$ cat src/rtl/fetch_mem_arbiter.sv
// Arbiter sharing one single-port fixed-latency RAM between the fetch stage and the
// memory stage; produces per-requester valid pulses and stalls, and drops flushed fetches.
module fetch_mem_arbiter #(
    parameter int WORD_LEN = 32,
    parameter int MEM_LAT  = 2
) (
    input  logic                clk,
    input  logic                rstn,
    input  logic                if_req,
    input  logic [WORD_LEN-1:0] if_addr,
    output logic [WORD_LEN-1:0] if_rdata,
    output logic                if_valid,
    output logic                if_stall,
    input  logic                flush,
    input  logic                mem_rd_req,
    input  logic                mem_wr_req,
    input  logic [WORD_LEN-1:0] mem_addr,
    input  logic [WORD_LEN-1:0] mem_wdata,
    output logic [WORD_LEN-1:0] mem_rdata,
    output logic                mem_valid,
    output logic                mem_stall,
    output logic                ram_en,
    output logic                ram_we,
    output logic [WORD_LEN-1:0] ram_addr,
    output logic [WORD_LEN-1:0] ram_wdata,
    input  logic [WORD_LEN-1:0] ram_rdata
);

    typedef enum logic [1:0] {IDLE, ISSUE, WAIT, RESP} stateT;
    typedef enum logic [1:0] {OWN_NONE, OWN_IF, OWN_MEM} ownerT;

    localparam logic [3:0] CNT_LOAD = 4'(MEM_LAT - 1);

    stateT               state;
    stateT               stateNext;
    ownerT               owner;
    logic [3:0]          waitCnt;
    logic                ifOwed;
    logic                killed;
    logic [WORD_LEN-1:0] addrReg;
    logic [WORD_LEN-1:0] wdataReg;
    logic                weReg;
    logic [WORD_LEN-1:0] ifRdataReg;
    logic [WORD_LEN-1:0] memRdataReg;

    logic memReq;
    logic grantIf;
    logic grantMem;
    logic killNow;

    assign memReq   = mem_rd_req | mem_wr_req;
    // Memory stage normally wins; a fetch that already lost once gets the next slot.
    assign grantIf  = if_req & (~memReq | ifOwed);
    assign grantMem = memReq & ~grantIf;
    // A flush in the current cycle must already suppress capture and the valid pulse.
    assign killNow  = killed | (flush & (owner == OWN_IF) & (state != IDLE));

    always_comb begin
        stateNext = state;
        case (state)
            IDLE:    if (if_req | memReq) stateNext = ISSUE;
            ISSUE:   stateNext = WAIT;
            WAIT:    if (waitCnt == 4'd0) stateNext = RESP;
            RESP:    stateNext = IDLE;
            default: stateNext = IDLE;
        endcase
    end

    always_ff @(posedge clk or negedge rstn) begin
        if (!rstn) begin
            state       <= IDLE;
            owner       <= OWN_NONE;
            waitCnt     <= 4'd0;
            ifOwed      <= 1'b0;
            killed      <= 1'b0;
            addrReg     <= '0;
            wdataReg    <= '0;
            weReg       <= 1'b0;
            ifRdataReg  <= '0;
            memRdataReg <= '0;
        end else begin
            state <= stateNext;
            case (state)
                IDLE: begin
                    if (grantIf) begin
                        owner   <= OWN_IF;
                        addrReg <= if_addr;
                        weReg   <= 1'b0;
                        ifOwed  <= 1'b0;
                    end else if (grantMem) begin
                        owner    <= OWN_MEM;
                        addrReg  <= mem_addr;
                        wdataReg <= mem_wdata;
                        weReg    <= mem_wr_req;
                        ifOwed   <= if_req;
                    end
                end
                ISSUE: waitCnt <= CNT_LOAD;
                WAIT: begin
                    if (waitCnt == 4'd0) begin
                        if (owner == OWN_IF && !killNow) ifRdataReg <= ram_rdata;
                        if (owner == OWN_MEM && !weReg)  memRdataReg <= ram_rdata;
                    end else begin
                        waitCnt <= waitCnt - 4'd1;
                    end
                end
                RESP: owner <= OWN_NONE;
                default: owner <= OWN_NONE;
            endcase

            if (state == RESP) killed <= 1'b0;
            else if (killNow)  killed <= 1'b1;
        end
    end

    assign ram_en    = (state == ISSUE);
    assign ram_we    = weReg;
    assign ram_addr  = addrReg;
    assign ram_wdata = wdataReg;

    assign if_rdata  = ifRdataReg;
    assign mem_rdata = memRdataReg;
    assign if_valid  = (state == RESP) & (owner == OWN_IF) & ~killNow;
    assign mem_valid = (state == RESP) & (owner == OWN_MEM);
    assign if_stall  = if_req & ~if_valid;
    assign mem_stall = memReq & ~mem_valid;

endmodule

$ cat config.mk
export PLATFORM = sky130hd
export DESIGN_NAME = fetch_mem_arbiter
export DESIGN_NICKNAME = d
export VERILOG_FILES = /design/src/rtl/fetch_mem_arbiter.sv
export SDC_FILE = /design/constraint.sdc
export NUM_CORES = 1
export LEC_CHECK = 0
export BUFFER_PORTS_ARGS = -buffer_cell sky130_fd_sc_hd__buf_2
export CORE_MARGIN = 1
export CORE_UTILIZATION = 38
export CTS_BUF_LIST = sky130_fd_sc_hd__clkbuf_4 sky130_fd_sc_hd__clkbuf_8
export DETAILED_ROUTE_END_ITERATION = 6
export PLACE_DENSITY = 0.74
export SETUP_SLACK_MARGIN = 0.4
export SYNTH_ARGS = -nofsm -noshare
export SYNTH_HDL_FRONTEND = slang
export SYNTH_SLANG_ARGS = --single-unit
$ cat constraint.sdc
create_clock -name clk -period 2.6 [get_ports clk]
set_clock_uncertainty 0.1 [all_clocks]
set_input_delay 0.39 -clock clk [delete_from_list [all_inputs] [get_ports clk]]
set_output_delay 0.39 -clock clk [all_outputs]
set_load 0.02 [all_outputs]
-- Word-level counts from Yosys, hierarchy flattened
Cells that the tools add are included.
- flip-flop bits (word level): 139
- bits in latches: 0
- RAM bits: 0
- ROM bits: 0
- input port bits: 134
- output and inout bits: 134
- word-level logic and storage cells: 72
- memories kept: 0
- add/subtract/negate cells: 1
- $mul: 0
- divide/modulo/power cells: 0
- order comparisons: 0
- equal/unequal tests: 9
- shifts and indexed selects: 0
- multiplexer cells: 16
- bitwise operators: 18
- reductions and logical operators: 18
- operators with widths (cell ; count):
    2-to-1 mux 32 bit ; 2
    nonzero test 2 bit ; 5
    AND 1 bit ; 9
    AND reduction 3 bit ; 3
    2-to-1 mux 2 bit ; 4
    case mux 2 bit (4 select lines) ; 1
    case mux 4 bit (2 select lines) ; 1
    AND reduction 2 bit ; 4
    equality test 2 bit, second input constant ; 3
    2-to-1 mux 1 bit ; 6
    != test 2 bit, second input constant ; 3
    NOT 1 bit ; 5
    equality test 2 x 1 -> 1 bit, second input constant ; 2
    logical NOT 4 bit ; 1
    2-to-1 mux 4 bit ; 1
    OR 1 bit ; 4
    case mux 2 bit (2 select lines) ; 1
    subtractor 4 x 1 -> 4 bit, second input constant ; 1
    != test 3 bit, second input constant ; 1
    logical AND 1 bit ; 2
    logical NOT 1 bit ; 2
    logical NOT 2 bit ; 1

-- Depth between registers and ports, before layout
Gate-level depths: netlist (run 1).
- depth in word-level cells: 9
- gate-level depth with buffers: 7
- depth with buffers taken out: 5

-- Worst setup path after synthesis (run 1)
No wires, ideal clock.
- path type: register to register
- start: register state[0]
- end: register ifRdataReg[10] (netlist: if_rdata[10])
- setup time: 0.125 ns
- arrival: 1.841 ns
- required time: 2.375 ns
- path slack: 0.534 ns
- cell stages (with the launch flop): 8
- path buffers: 2
- period minus slack after synthesis: 2.066 ns
- path through: dfrtp_1 inv_1 ha_1 nand4bb_1 or4_1 buf_6 buf_12 mux2_4
- word-level cells in the longest chain between the ends: 6
- elaborated cells on any way between the ends: 7
- classes of those cells: eq/ne (1); bitwise (2); reduce/logical (4)
- ends and longest elaborated chain (item ; line ; RTL):
    from (decl) ; 34 ; stateT state;
    from (signal assigned) ; 82 ; state <= stateNext;
    nonzero test 2 bit ; 56 ; assign killNow = killed | (flush & (owner == OWN_IF) & (state != IDLE));
    AND 1 bit ; 56 ;
    OR 1 bit ; 56 ;
    logical NOT 1 bit ; 101 ; if (owner == OWN_IF && !killNow) ifRdataReg <= ram_rdata;
    logical AND 1 bit ; 101 ;
    AND reduction 3 bit (no source line) (*) ; - ;
    to (signal assigned) ; 101 ;
    to (decl) ; 43 ; logic [WORD_LEN-1:0] ifRdataReg;
Every way passes the cells marked *; elsewhere a longest branch is shown, timed or not.
A chain may end at the register's enable or synchronous reset.

-- Worst setup path after layout (run 1)
- start: register state[0]
- end: register memRdataReg[19] (netlist: mem_rdata[19])
- word-level cells in the longest chain between the ends: 2
- ends and longest elaborated chain (item ; line ; RTL):
    equality test 2 bit ; 83 ; case (state)
    AND reduction 3 bit (no source line) ; - ;
    to (signal assigned) ; 102 ; if (owner == OWN_MEM && !weReg) memRdataReg <= ram_rdata;
    to (decl) ; 44 ; logic [WORD_LEN-1:0] memRdataReg;
Every way passes these cells.

==> summary.md, run 1 <==
| Metric | Value |
|---|---|
| Clk slew on worst S/H paths | 90 ps |
| Area of the die | 16600 um2 |
| Number of violations reported at the end of detailed-routing iteration 0 | 157 |
| Worst reg-to-reg setup slack | 400 ps |
| Synth top area cells | sky130_fd_sc_hd__dfrtp_1 57%, sky130_fd_sc_hd__mux2_4 15%, sky130_fd_sc_hd__mux2_2 6.8% |
| Mean number of vias per cell | 5.04 |
| Gr usage total | 0.197 |
| Share of synthesized area occupied by flip-flops and latches | 0.570 |
| Worst reg2reg endpoint | mem_rdata[19] |
| Max transition margin | 0.314 |
| Fin Setup TNS | 0 ps |
| Cell taking the most area after synthesis | sky130_fd_sc_hd__dfrtp_1 |
| Endpoint arrival time on the critical path | 2430 ps |
| Clk buf depth | 2 |
| Initial DRT Pass Iterations | 4 |
| Power density over cell area | 1330 nW/um2 |
| Global routing met2 resource utilization | 0.325 |
| Status | finished clean |
| Final count of hold timing violations | 0 |
| Pins Over Slew Limit | 0 |
| Critical path data required time | 2830 ps |
| Initial core utilization | 0.396 |
| CP cell instances | inv_2, buf_12, ha_4, nand4bb_1, or4_4, clkbuf_16, mux2_4 |
| Number of design rule violations left after detail routing | 0 |
| Crit path launch type | flip-flop |
| Mapped Cells | 459 |
| P&R area growth vs syn | 36.4% |
| Setup repair after global routing missed its margin | yes |
| First-pass GRT wire length | 24.9 mm |
| Static leakage | 4.24 nW |
| Element type at the critical path end | flip-flop |
| Die height | 129 um |
| Met3 routing resource usage after global routing | 0.0699 |
| Family with the most delay on the worst path | simple AND/OR/NAND/NOR gates |
| Minimum setup slack after placement | 253 ps |
| Number of cells traversed by the worst hold path | 2 |
| # Max-Cap Violations | 0 |
| Leading cell type in the layout, fill and taps excluded | sky130_fd_sc_hd__buf_2 |
| Total overflow reported by the global router | 0 |
| Global route hottest layer | met2 |
| # port buffers | 267 |
| Hold path endpoint | ram_wdata[10] |
| Number of global-route vias before repair | 4799 |
| Floorplan core area | 15400 um2 |
| Slowest stage cell on the critical path | sky130_fd_sc_hd__or4_4 |
| Commonest non-fill, non-tap cells in the layout | 263 x sky130_fd_sc_hd__buf_2, 138 x sky130_fd_sc_hd__dfrtp_1, 60 x sky130_fd_sc_hd__mux2_4 |
| Initial antenna violation count | 0 |
| Path type of the worst min-delay path | in -> reg |
| Maximum fanout count along the critical path | 8 |
| Placed wire-length estimate | 10.9 mm |
| Total number of H-tree levels | 4 |
| Hold Path Origin | mem_wdata[10] |
| Final Cycle Share | 0.846 |
| Reg2reg path depth | 7 |
| Overall die width | 129 um |
| Number of rows created at floorplan | 45 |
| Routability Congestion | 0.741 |
| Number of flip-flops and latches in the synthesized netlist | 139 |
| Area share of the largest cell type after synthesis | 0.570 |
| GR Layer Usage met1 | 0.239 |
| Fmax | 455 MHz |
| Slew of the pin with the lowest slew margin | 1030 ps |
| Filler cells | 1356 |
| Mean Syn Cell Area | 13.3 um2 |
| Total of warnings raised by yosys | 0 |
| Layout cells sized above 1 | 0.584 |
| Sinks on Clock Net | 139 |
| Detail Route Antenna Nets | 0 |
| Antenna diodes | 0 |
| Clock latency at the later pin of the worst-skew pair | 440 ps |
| Slowest cell delay on critical path | 600 ps |
| WS Path Type | reg -> reg |
| Number of nets in the synthesized netlist | 599 |
| Number of nets in the layout | 877 |
| Final setup violation count | 0 |
| Synth unique cells | 36 |
| Number of top-level pins | 268 |
| Average wire per cell in the routed design | 16.6 um |
| Worst Path Buf+Inv | 3 |
| Routed WL | 16.0 mm |
| Min Clock Period, post-route | 2200 ps |
| Via count | 4845 |
| Max VDD drop | 0.000592 V |
| Setup WS post-layout | 401 ps |
| Syn Std Cell Area | 6100 um2 |
| Total clock buffers created by CTS | 17 |
| Largest net degree at the start of global routing | 52 |
| TritonCTS clock tree | built |
| Reg-to-reg critical path startpoint | state[0] |
| Clock Tree Root | sky130_fd_sc_hd__clkbuf_8 |
-- final cells by class --
class | count | area, um2 | area share
clock inverters | 13 | 179 | 0.0215
well taps | 211 | 264 | 0.0317
repair buffers | 292 | 1660 | 0.200
clock buffers | 19 | 262 | 0.0314
multi-input cells | 281 | 2450 | 0.295
flip-flops and latches | 139 | 3480 | 0.418
inverters | 6 | 22.5 | 0.00271
-- cells in the mapped netlist, drive strengths merged --
master / number
mux2: 97
a32o: 2
a31oi: 34
clkbuf: 18
o21bai: 1
o31a: 1
or3b: 1
and2: 1
nor3b: 1
nor2b: 3
inv: 6
nand4b: 1
o21ba: 1
nand2: 6
a21o: 2
nor2: 36
o21ai: 37
a21oi: 34
buf: 15
nand3b: 1
nand4bb: 1
o32a: 1
ha: 6
nor4bb: 1
o21a: 1
nor4b: 1
o32ai: 1
or4: 2
nand2b: 1
dfrtp: 139
xnor2: 1
nor3: 5
o31ai: 1
-- worst register-to-register path, cell delays in order, from the launching register on --
cell	delay [ps]
sky130_fd_sc_hd__dfrtp_1	410
sky130_fd_sc_hd__inv_2	120
sky130_fd_sc_hd__buf_12	110
sky130_fd_sc_hd__ha_4	110
sky130_fd_sc_hd__nand4bb_1	120
sky130_fd_sc_hd__or4_4	600
sky130_fd_sc_hd__clkbuf_16	220
sky130_fd_sc_hd__mux2_4	300
-- where the power goes --
part	internal, W	leakage, nW	switching, W	total [W]
Clock	0.00103	0.225	0.000895	0.00192
Sequential	0.00323	1.65	0.000629	0.00386
Combinational	0.00236	2.36	0.00296	0.00532
-- routing by layer --
metal	vias to the layer above	wire, um
met5	-	0
met4	0	261
met3	20	1260
met2	235	7800
met1	2385	6670
li1	2205	-
-- flip-flops by register name (all words and copies together) (netlist names) --
| signal | flops |
|---|---|
| ifOwed | 1 |
| if_rdata | 32 |
| killed | 1 |
| mem_rdata | 32 |
| owner | 2 |
| ram_addr | 32 |
| ram_wdata | 32 |
| ram_we | 1 |
| state | 2 |
| waitCnt | 4 |
-- worst max path at each step --
stage,from,end,slack (ps),cells after the start
2_1_floorplan,state[0],if_rdata[10],530,7
3_3_place_gp,state[0],if_rdata[15],340,6
3_5_place_dp,state[0],mem_rdata[19],250,6
4_1_cts,state[0],if_rdata[26],410,6
5_1_grt,state[0],mem_rdata[28],340,7
6_report,state[0],mem_rdata[19],400,7
-- metrics by stage --
stage | cell area, um2 | total power, W | instances | hold slack [ps] | util
6_report | 8330 | 0.0111 | 961 | 76.7 | 0.540
5_1_grt | 8330 | 0.0118 | 961 | 26.9 | 0.540
4_1_cts | 8200 | 0.0110 | 955 | 37.6 | 0.532
3_5_place_dp | 7640 | 0.00899 | 918 | 262 | 0.495
3_3_place_gp | 7640 | 0.00884 | 918 | 260 | 0.495
2_1_floorplan | 6100 | 0.00722 | 459 | -5.59 | -
-- what timing repair did --
item / CTS / global route
gates cloned: 2 / 1
endpoints found under the hold margin: 46 / 0
pin swaps: 1 / 6
hold buffers: 1 / 0
gates resized for setup: 9 / 16
endpoints found under the setup margin: 68 / 36
setup buffers: 2 / 5
-- logic make-up after synthesis --
kind of cell | synth area share
mux | 0.216
buf+inv | 0.0439
xor+xnor | 0.00144
flops | 0.570
fa+ha+maj | 0.0123
simple gates | 0.0478
compound gates | 0.109
Power figures use the tool's default switching activity.
==> inputs of run 2 (changes only) <==
==> constraint.sdc (replaced) <==
create_clock -name clk -period 2.2 [get_ports clk]
set_clock_uncertainty 0.1 [all_clocks]
set_input_delay 0.33 -clock clk [delete_from_list [all_inputs] [get_ports clk]]
set_output_delay 0.33 -clock clk [all_outputs]
set_load 0.02 [all_outputs]
==> summary.md, run 2 (synthesis results as in run 1) <==
| Metric | Value |
|---|---|
| Path type of the worst min-delay path | in -> reg |
| Slowest stage cell on the critical path | sky130_fd_sc_hd__or4_4 |
| Via count | 5283 (+9.0%) |
| Commonest non-fill, non-tap cells in the layout | 261 x sky130_fd_sc_hd__buf_2, 138 x sky130_fd_sc_hd__dfrtp_1, 97 x sky130_fd_sc_hd__mux2_4 |
| Routability Congestion | 0.721 (-2.8%) |
| First-pass GRT wire length | 27.9 mm (+12%) |
| Mean number of vias per cell | 5.07 (+0.66%) |
| Final Cycle Share | 0.973 (+0.128) |
| P&R area growth vs syn | 58.5% |
| Slowest cell delay on critical path | 620 ps (+20 ps) |
| Routed WL | 19.8 mm (+24%) |
| Static leakage | 4.87 nW (+15%) |
| Slew of the pin with the lowest slew margin | 643 ps (-386 ps) |
| Number of global-route vias before repair | 5235 (+9.1%) |
| Total Power | 0.0149 W (+34%) |
| Filler cells | 1180 (-13%) |
| Number of violations reported at the end of detailed-routing iteration 0 | 220 (+40%) |
| Net Sw Frac | 0.406 (+0.00242) |
| Clock latency at the later pin of the worst-skew pair | 450 ps (about the same) |
| Clock Tree Root | sky130_fd_sc_hd__clkbuf_8 |
| Fin Setup TNS | 0 ps (unchanged) |
| Status | finished clean |
| Number of top-level pins | 268 (unchanged) |
| Hold Path Origin | mem_addr[27] |
| Clock network fraction of total power | 0.153 (-0.020) |
| Internal cell power | 0.00883 W (+33%) |
| Worst Path Buf+Inv | 2 (-1) |
| Max transition margin | 0.571 (+0.258) |
| Gr usage total | 0.224 (+0.0271) |
| Net switching component of the power | 0.00603 W (+35%) |
| Initial DRT Pass Iterations | 4 (unchanged) |
| Die height | 129 um (unchanged) |
| WS Path Type | reg -> reg |
| Total clock buffers created by CTS | 17 (unchanged) |
| Launch point of the critical path | state[0] |
| Average wire per cell in the routed design | 19.0 um (+14%) |
| Clk buf depth | 2 (unchanged) |
| Layout cells sized above 1 | 0.620 (+0.0356) |
| Detail Route Antenna Nets | 0 (unchanged) |
| Part of the power in combinational logic | 0.533 (+0.054) |
| Area of the die | 16600 um2 (unchanged) |
| Number of nets in the layout | 955 (+8.9%) |
| Critical path data required time | 2440 ps (-390 ps) |
| Overall die width | 129 um (unchanged) |
| Floorplan core area | 15400 um2 (unchanged) |
| Initial core utilization | 0.396 (unchanged) |
| Setup repair after global routing missed its margin | yes |
| Clk slew on worst S/H paths | 90 ps (about the same) |
| Max VDD drop | 0.000755 V (+28%) |
| # port buffers | 267 (unchanged) |
| Relative contribution of sequential cells to total power | 0.314 (-0.034) |
| Maximum fanout count along the critical path | 8 (unchanged) |
| Total number of H-tree levels | 4 (unchanged) |
| Min Clock Period, post-route | 2140 ps (-57.3 ps) |
| Largest net degree at the start of global routing | 53 (+1.9%) |
| Family with the most delay on the worst path | simple AND/OR/NAND/NOR gates |
| Fmax | 467 MHz (+2.7%) |
| Number of rows created at floorplan | 45 (unchanged) |
| Element type at the critical path end | flip-flop |
| Crit path launch type | flip-flop |
| Final setup violation count | 0 (unchanged) |
| Total overflow reported by the global router | 0 (unchanged) |
| Leading cell type in the layout, fill and taps excluded | sky130_fd_sc_hd__buf_2 |
| CP cell instances | inv_2, ha_4, nand4bb_1, or4_4, clkbuf_16, mux2_4 |
| Placed wire-length estimate | 10.9 mm (-0.72%) |
| Initial antenna violation count | 1 (+1) |
| Power density over cell area | 1540 nW/um2 (+15%) |
| # Max-Cap Violations | 0 (unchanged) |
| TritonCTS clock tree | built |
| Number of design rule violations left after detail routing | 0 (unchanged) |
| Sinks on Clock Net | 139 (unchanged) |
| Pins Over Slew Limit | 0 (unchanged) |
| Reg-to-reg critical path startpoint | state[0] |
| Final count of hold timing violations | 0 (unchanged) |
| Endpoint arrival time on the critical path | 2380 ps (-50 ps) |
==> run 2: changes by cell type in the layout (fill, tap and decap cells not counted), moves of 6 or more <==
cell                            change
sky130_fd_sc_hd__buf_16             +6
sky130_fd_sc_hd__a21oi_1           -11
sky130_fd_sc_hd__a21oi_2           +10
sky130_fd_sc_hd__buf_6             +16
sky130_fd_sc_hd__mux2_2            -37
sky130_fd_sc_hd__nor2_4             +9
sky130_fd_sc_hd__dlygate4sd3_1     +44
sky130_fd_sc_hd__nor2_2            +11
sky130_fd_sc_hd__mux2_4            +37
sky130_fd_sc_hd__nor2_1            -20
sky130_fd_sc_hd__a31oi_1            -6
sky130_fd_sc_hd__buf_4              +7
==> run 2: metrics by stage <==
step | instance area (um2) | std cells | utilization | hold slack [ps] | setup slack [ps]
finish | 9670 | 1041 | 0.627 | 25.3 | 58.5
global route | 9670 | 1040 | 0.627 | 0.483 | -9.06
CTS | 9160 | 1025 | 0.594 | 0.419 | 76.2
detailed placement | 7700 | 920 | 0.499 | 208 | 29.3
global placement | 7700 | 920 | 0.499 | 206 | 73.2
floorplan | 6130 | 459 | - | -65.6 | 225
==> run 2: cell type report <==
type / instances / area, um2 / share of cell area
diodes: 2 / 5.00 / 0.000517
clock buffers: 18 / 241 / 0.0250
clock inverters: 14 / 185 / 0.0191
inverters: 6 / 22.5 / 0.00233
multi-input cells: 283 / 2880 / 0.297
flip-flops and latches: 139 / 3480 / 0.360
well taps: 211 / 264 / 0.0273
repair buffers: 368 / 2600 / 0.269
==> run 2: final timing paths <==
check / slack [ps] / endpoint / cells after the start
worst min-delay path: 30 / ram_addr[27] / 3
min in group asynchronous: 290 / mem_rdata[28] / 2
worst max register to register: 60 / if_rdata[18] / 6
worst max-delay path: 60 / if_rdata[18] / 6
worst min register to register: 410 / ram_wdata[5] / 1
max in group asynchronous: 1030 / state[1] / 3
==> run 2: metal layers <==
metal | wire length, um | share of wire | up-vias | GRT usage
li1 | - | - | 2381 | -
met1 | 7630 | 0.39 | 2563 | 0.263
met2 | 9820 | 0.50 | 291 | 0.374
met3 | 1640 | 0.083 | 48 | 0.0657
met4 | 665 | 0.034 | 0 | 0.113
met5 | 0 | 0 | - | 0
==> run 2: timing repair <==
action | CTS | global route
resized for setup | 64 | 82
endpoints found under the setup margin | 114 | 135
endpoints found under the hold margin | 90 | 4
hold buffers | 41 | 4
setup buffers | 22 | 5
gates cloned | 10 | 5
pin swaps | 7 | 4
==> run 2: tightest hold or removal path: stages <==
cell	delay (ps)
sky130_fd_sc_hd__buf_2	90
sky130_fd_sc_hd__o21ai_0	60
sky130_fd_sc_hd__a21oi_1	60
==> run 2: power by group through the flow <==
stage / clock network (W) / logic [W] / registers, W
after floorplan: 0 / 0.00261 / 0.00596
after global placement: 0 / 0.00593 / 0.00454
after detailed placement: 0 / 0.00608 / 0.00457
after CTS: 0.00230 / 0.00707 / 0.00456
after global routing: 0.00242 / 0.00840 / 0.00481
final: 0.00227 / 0.00792 / 0.00467
==> inputs of run 3 (changes only) <==
--- a/config.mk
+++ b/config.mk
@@ -10,7 +10,7 @@
 export CORE_UTILIZATION = 38
 export CTS_BUF_LIST = sky130_fd_sc_hd__clkbuf_4 sky130_fd_sc_hd__clkbuf_8
 export DETAILED_ROUTE_END_ITERATION = 6
-export PLACE_DENSITY = 0.74
+export PLACE_DENSITY = 0.77
 export SETUP_SLACK_MARGIN = 0.4
 export SYNTH_ARGS = -nofsm -noshare
 export SYNTH_HDL_FRONTEND = slang
==> constraint.sdc (replaced) <==
create_clock -name clk -period 1.8 [get_ports clk]
set_clock_uncertainty 0.1 [all_clocks]
set_input_delay 0.27 -clock clk [delete_from_list [all_inputs] [get_ports clk]]
set_output_delay 0.27 -clock clk [all_outputs]
set_load 0.02 [all_outputs]
==> summary.md, run 3 (synthesis results as in run 1) <==
| Metric | Value |
|---|---|
| P&R area growth vs syn | 105% |
| Total number of H-tree levels | 4 (unchanged) |
| Routed WL | 28.8 mm (+45%) |
| Average wire per cell in the routed design | 23.6 um (+24%) |
| Status | complete, but fails checks |
| Initial core utilization | 0.396 (unchanged) |
| Element type at the critical path end | flip-flop |
| Clk buf depth | 2 (unchanged) |
| Placed wire-length estimate | 11.4 mm (+5.2%) |
| Multi-input combinational cell area | 3270 um2 (+14%) |
| Min Clock Period, post-route | 2120 ps (-23.6 ps) |
| Sinks on Clock Net | 139 (unchanged) |
| Minimum setup slack after placement | -336 ps (-366 ps) |
| Overall die width | 129 um (unchanged) |
| Final setup violation count | 135 (+135) |
| WS Path Type | reg -> reg |
| Endpoint arrival time on the critical path | 2360 ps (-20 ps) |
| Static leakage | 6.04 nW (+24%) |
| Layout cells sized above 1 | 0.662 (+0.0425) |
| Worst reg2reg endpoint | mem_rdata[21] |
| Total clock buffers created by CTS | 17 (unchanged) |
| Fmax | 472 MHz (+1.1%) |
| Reg2reg path depth | 6 (unchanged) |
| Total overflow reported by the global router | 0 (unchanged) |
| Reg-to-reg critical path startpoint | state[0] |
| Maximum fanout count along the critical path | 8 (unchanged) |
| Crit path launch type | flip-flop |
| Number of global-route vias before repair | 6352 (+21%) |
| # port buffers | 267 (unchanged) |
| Largest net degree at the start of global routing | 42 (-21%) |
| # Max-Cap Violations | 0 (unchanged) |
| Setup WS post-layout | -318 ps (-376 ps) |
| Number of design rule violations left after detail routing | 0 (unchanged) |
| Fin Setup TNS | -25010 ps (-25010 ps) |
| Slew of the pin with the lowest slew margin | 835 ps (+192 ps) |
| Critical path data required time | 2040 ps (-400 ps) |
| Clk slew on worst S/H paths | 90 ps (about the same) |
| Max transition margin | 0.443 (-0.128) |
| Max VDD drop | 0.00102 V (+35%) |
| Clock Tree Root | sky130_fd_sc_hd__clkbuf_8 |
| Gr usage total | 0.279 (+0.0550) |
| Number of rows created at floorplan | 45 (unchanged) |
| End point of the critical path | mem_rdata[21] |
| Worst reg-to-reg setup slack | -320 ps (-380 ps) |
| Pins Over Slew Limit | 0 (unchanged) |
| Number of nets in the layout | 1133 (+19%) |
| Area of the die | 16600 um2 (unchanged) |
| Initial DRT Pass Iterations | 6 (+2) |
| Routability Congestion | 0.783 (+8.6%) |
| Power density over cell area | 1920 nW/um2 (+25%) |
| Number of violations reported at the end of detailed-routing iteration 0 | 480 (+120%) |
| Path type of the worst min-delay path | in -> reg |
| Detail Route Antenna Nets | 0 (unchanged) |
| Filler cells | 768 (-35%) |
| Number of top-level pins | 268 (unchanged) |
| Initial antenna violation count | 1 (unchanged) |
| Violations in the final reports | setup timing |
| Clock latency at the later pin of the worst-skew pair | 450 ps (about the same) |
| Register area | 3480 um2 (unchanged) |
| Commonest non-fill, non-tap cells in the layout | 148 x sky130_fd_sc_hd__buf_6, 138 x sky130_fd_sc_hd__dfrtp_1, 134 x sky130_fd_sc_hd__buf_2 |
| Die height | 129 um (unchanged) |
| TritonCTS clock tree | built |
| Mean number of vias per cell | 5.39 (+6.3%) |
| Final Cycle Share | 1.18 (+0.203) |
| Final count of hold timing violations | 0 (unchanged) |
| First-pass GRT wire length | 34.6 mm (+24%) |
| Floorplan core area | 15400 um2 (unchanged) |
| Leading cell type in the layout, fill and taps excluded | sky130_fd_sc_hd__buf_6 |
| Via count | 6574 (+24%) |
| Setup repair after global routing missed its margin | yes |
| Launch point of the critical path | state[0] |
==> run 3: cell types whose count changed in the layout (fill, tap and decap cells not counted), sizes merged <==
cell         delta
o31ai           -2
dlygate4sd3    +67
clkinvlp        -2
buf           +113
clkinv          +2
bufinv          +1
inv             -1
==> run 3: what timing repair did <==
item | in CTS | in global routing
pin swaps | 40 | 8
setup endpoints to repair | 190 | 272
setup buffers | 40 | 79
hold buffers | 112 | 0
hold endpoints to repair | 177 | 0
gates resized for setup | 172 | 275
cloned | 11 | 4
==> run 3: how the worst min path moves through the flow <==
| stage | start | to | slack (ps) | depth (start not counted) |
|---|---|---|---|---|
| final | if_addr[14] | ram_addr[14] | 30 | 3 |
| after global routing | if_addr[8] | ram_addr[8] | 20 | 3 |
| after CTS | if_addr[3] | ram_addr[3] | 0.02 | 3 |
| after detailed placement | rstn | mem_rdata[16] | 130 | 1 |
| after global placement | rstn | mem_rdata[16] | 130 | 1 |
| after floorplan | rstn | ifOwed | -130 | 0 |
==> run 3: routing by layer <==
layer	share of wire	vias to the layer above	track usage
li1	-	2727	-
met1	0.35	3238	0.315
met2	0.51	475	0.493
met3	0.081	134	0.0753
met4	0.053	0	0.127
met5	0	-	0
==> run 3: layout make-up <==
type / count / share of cell area
timing repair buffer: 548 / 0.401
sequential: 139 / 0.278
multi-input combinational: 281 / 0.261
tap: 211 / 0.0211
clock buffer: 18 / 0.0198
clock inverter: 14 / 0.0167
inverter: 6 / 0.00180
antenna: 2 / 0.000400
==> run 3: per-stage QoR <==
stage / std cells / power (W) / util / cell area [um2] / hold WS (ps)
after floorplan: 459 / 0.0107 / - / 6240 / -126
after global routing: 1218 / 0.0249 / 0.811 / 12500 / 20.4
after detailed placement: 939 / 0.0134 / 0.512 / 7900 / 128
final: 1219 / 0.0241 / 0.811 / 12500 / 34.3
after global placement: 939 / 0.0131 / 0.512 / 7900 / 128
after CTS: 1134 / 0.0192 / 0.696 / 10700 / 0.0230
==> run 3: worst max-delay path: stages, from the launching register on <==
cell                        delay [ps]
sky130_fd_sc_hd__dfrtp_1           400
sky130_fd_sc_hd__inv_2             120
sky130_fd_sc_hd__ha_4              150
sky130_fd_sc_hd__nand4bb_1         130
sky130_fd_sc_hd__or4_4             560
sky130_fd_sc_hd__clkbuf_16         230
sky130_fd_sc_hd__mux2_4            320
==> run 3: power by group <==
| group | leakage [nW] | internal, W | switching (W) | total (W) |
|---|---|---|---|---|
| Clock | 0.227 | 0.00158 | 0.00142 | 0.00300 |
| Combinational | 4.16 | 0.00833 | 0.00656 | 0.0149 |
| Sequential | 1.65 | 0.00467 | 0.00149 | 0.00616 |
| Total | 6.04 | 0.0146 | 0.00946 | 0.0241 |
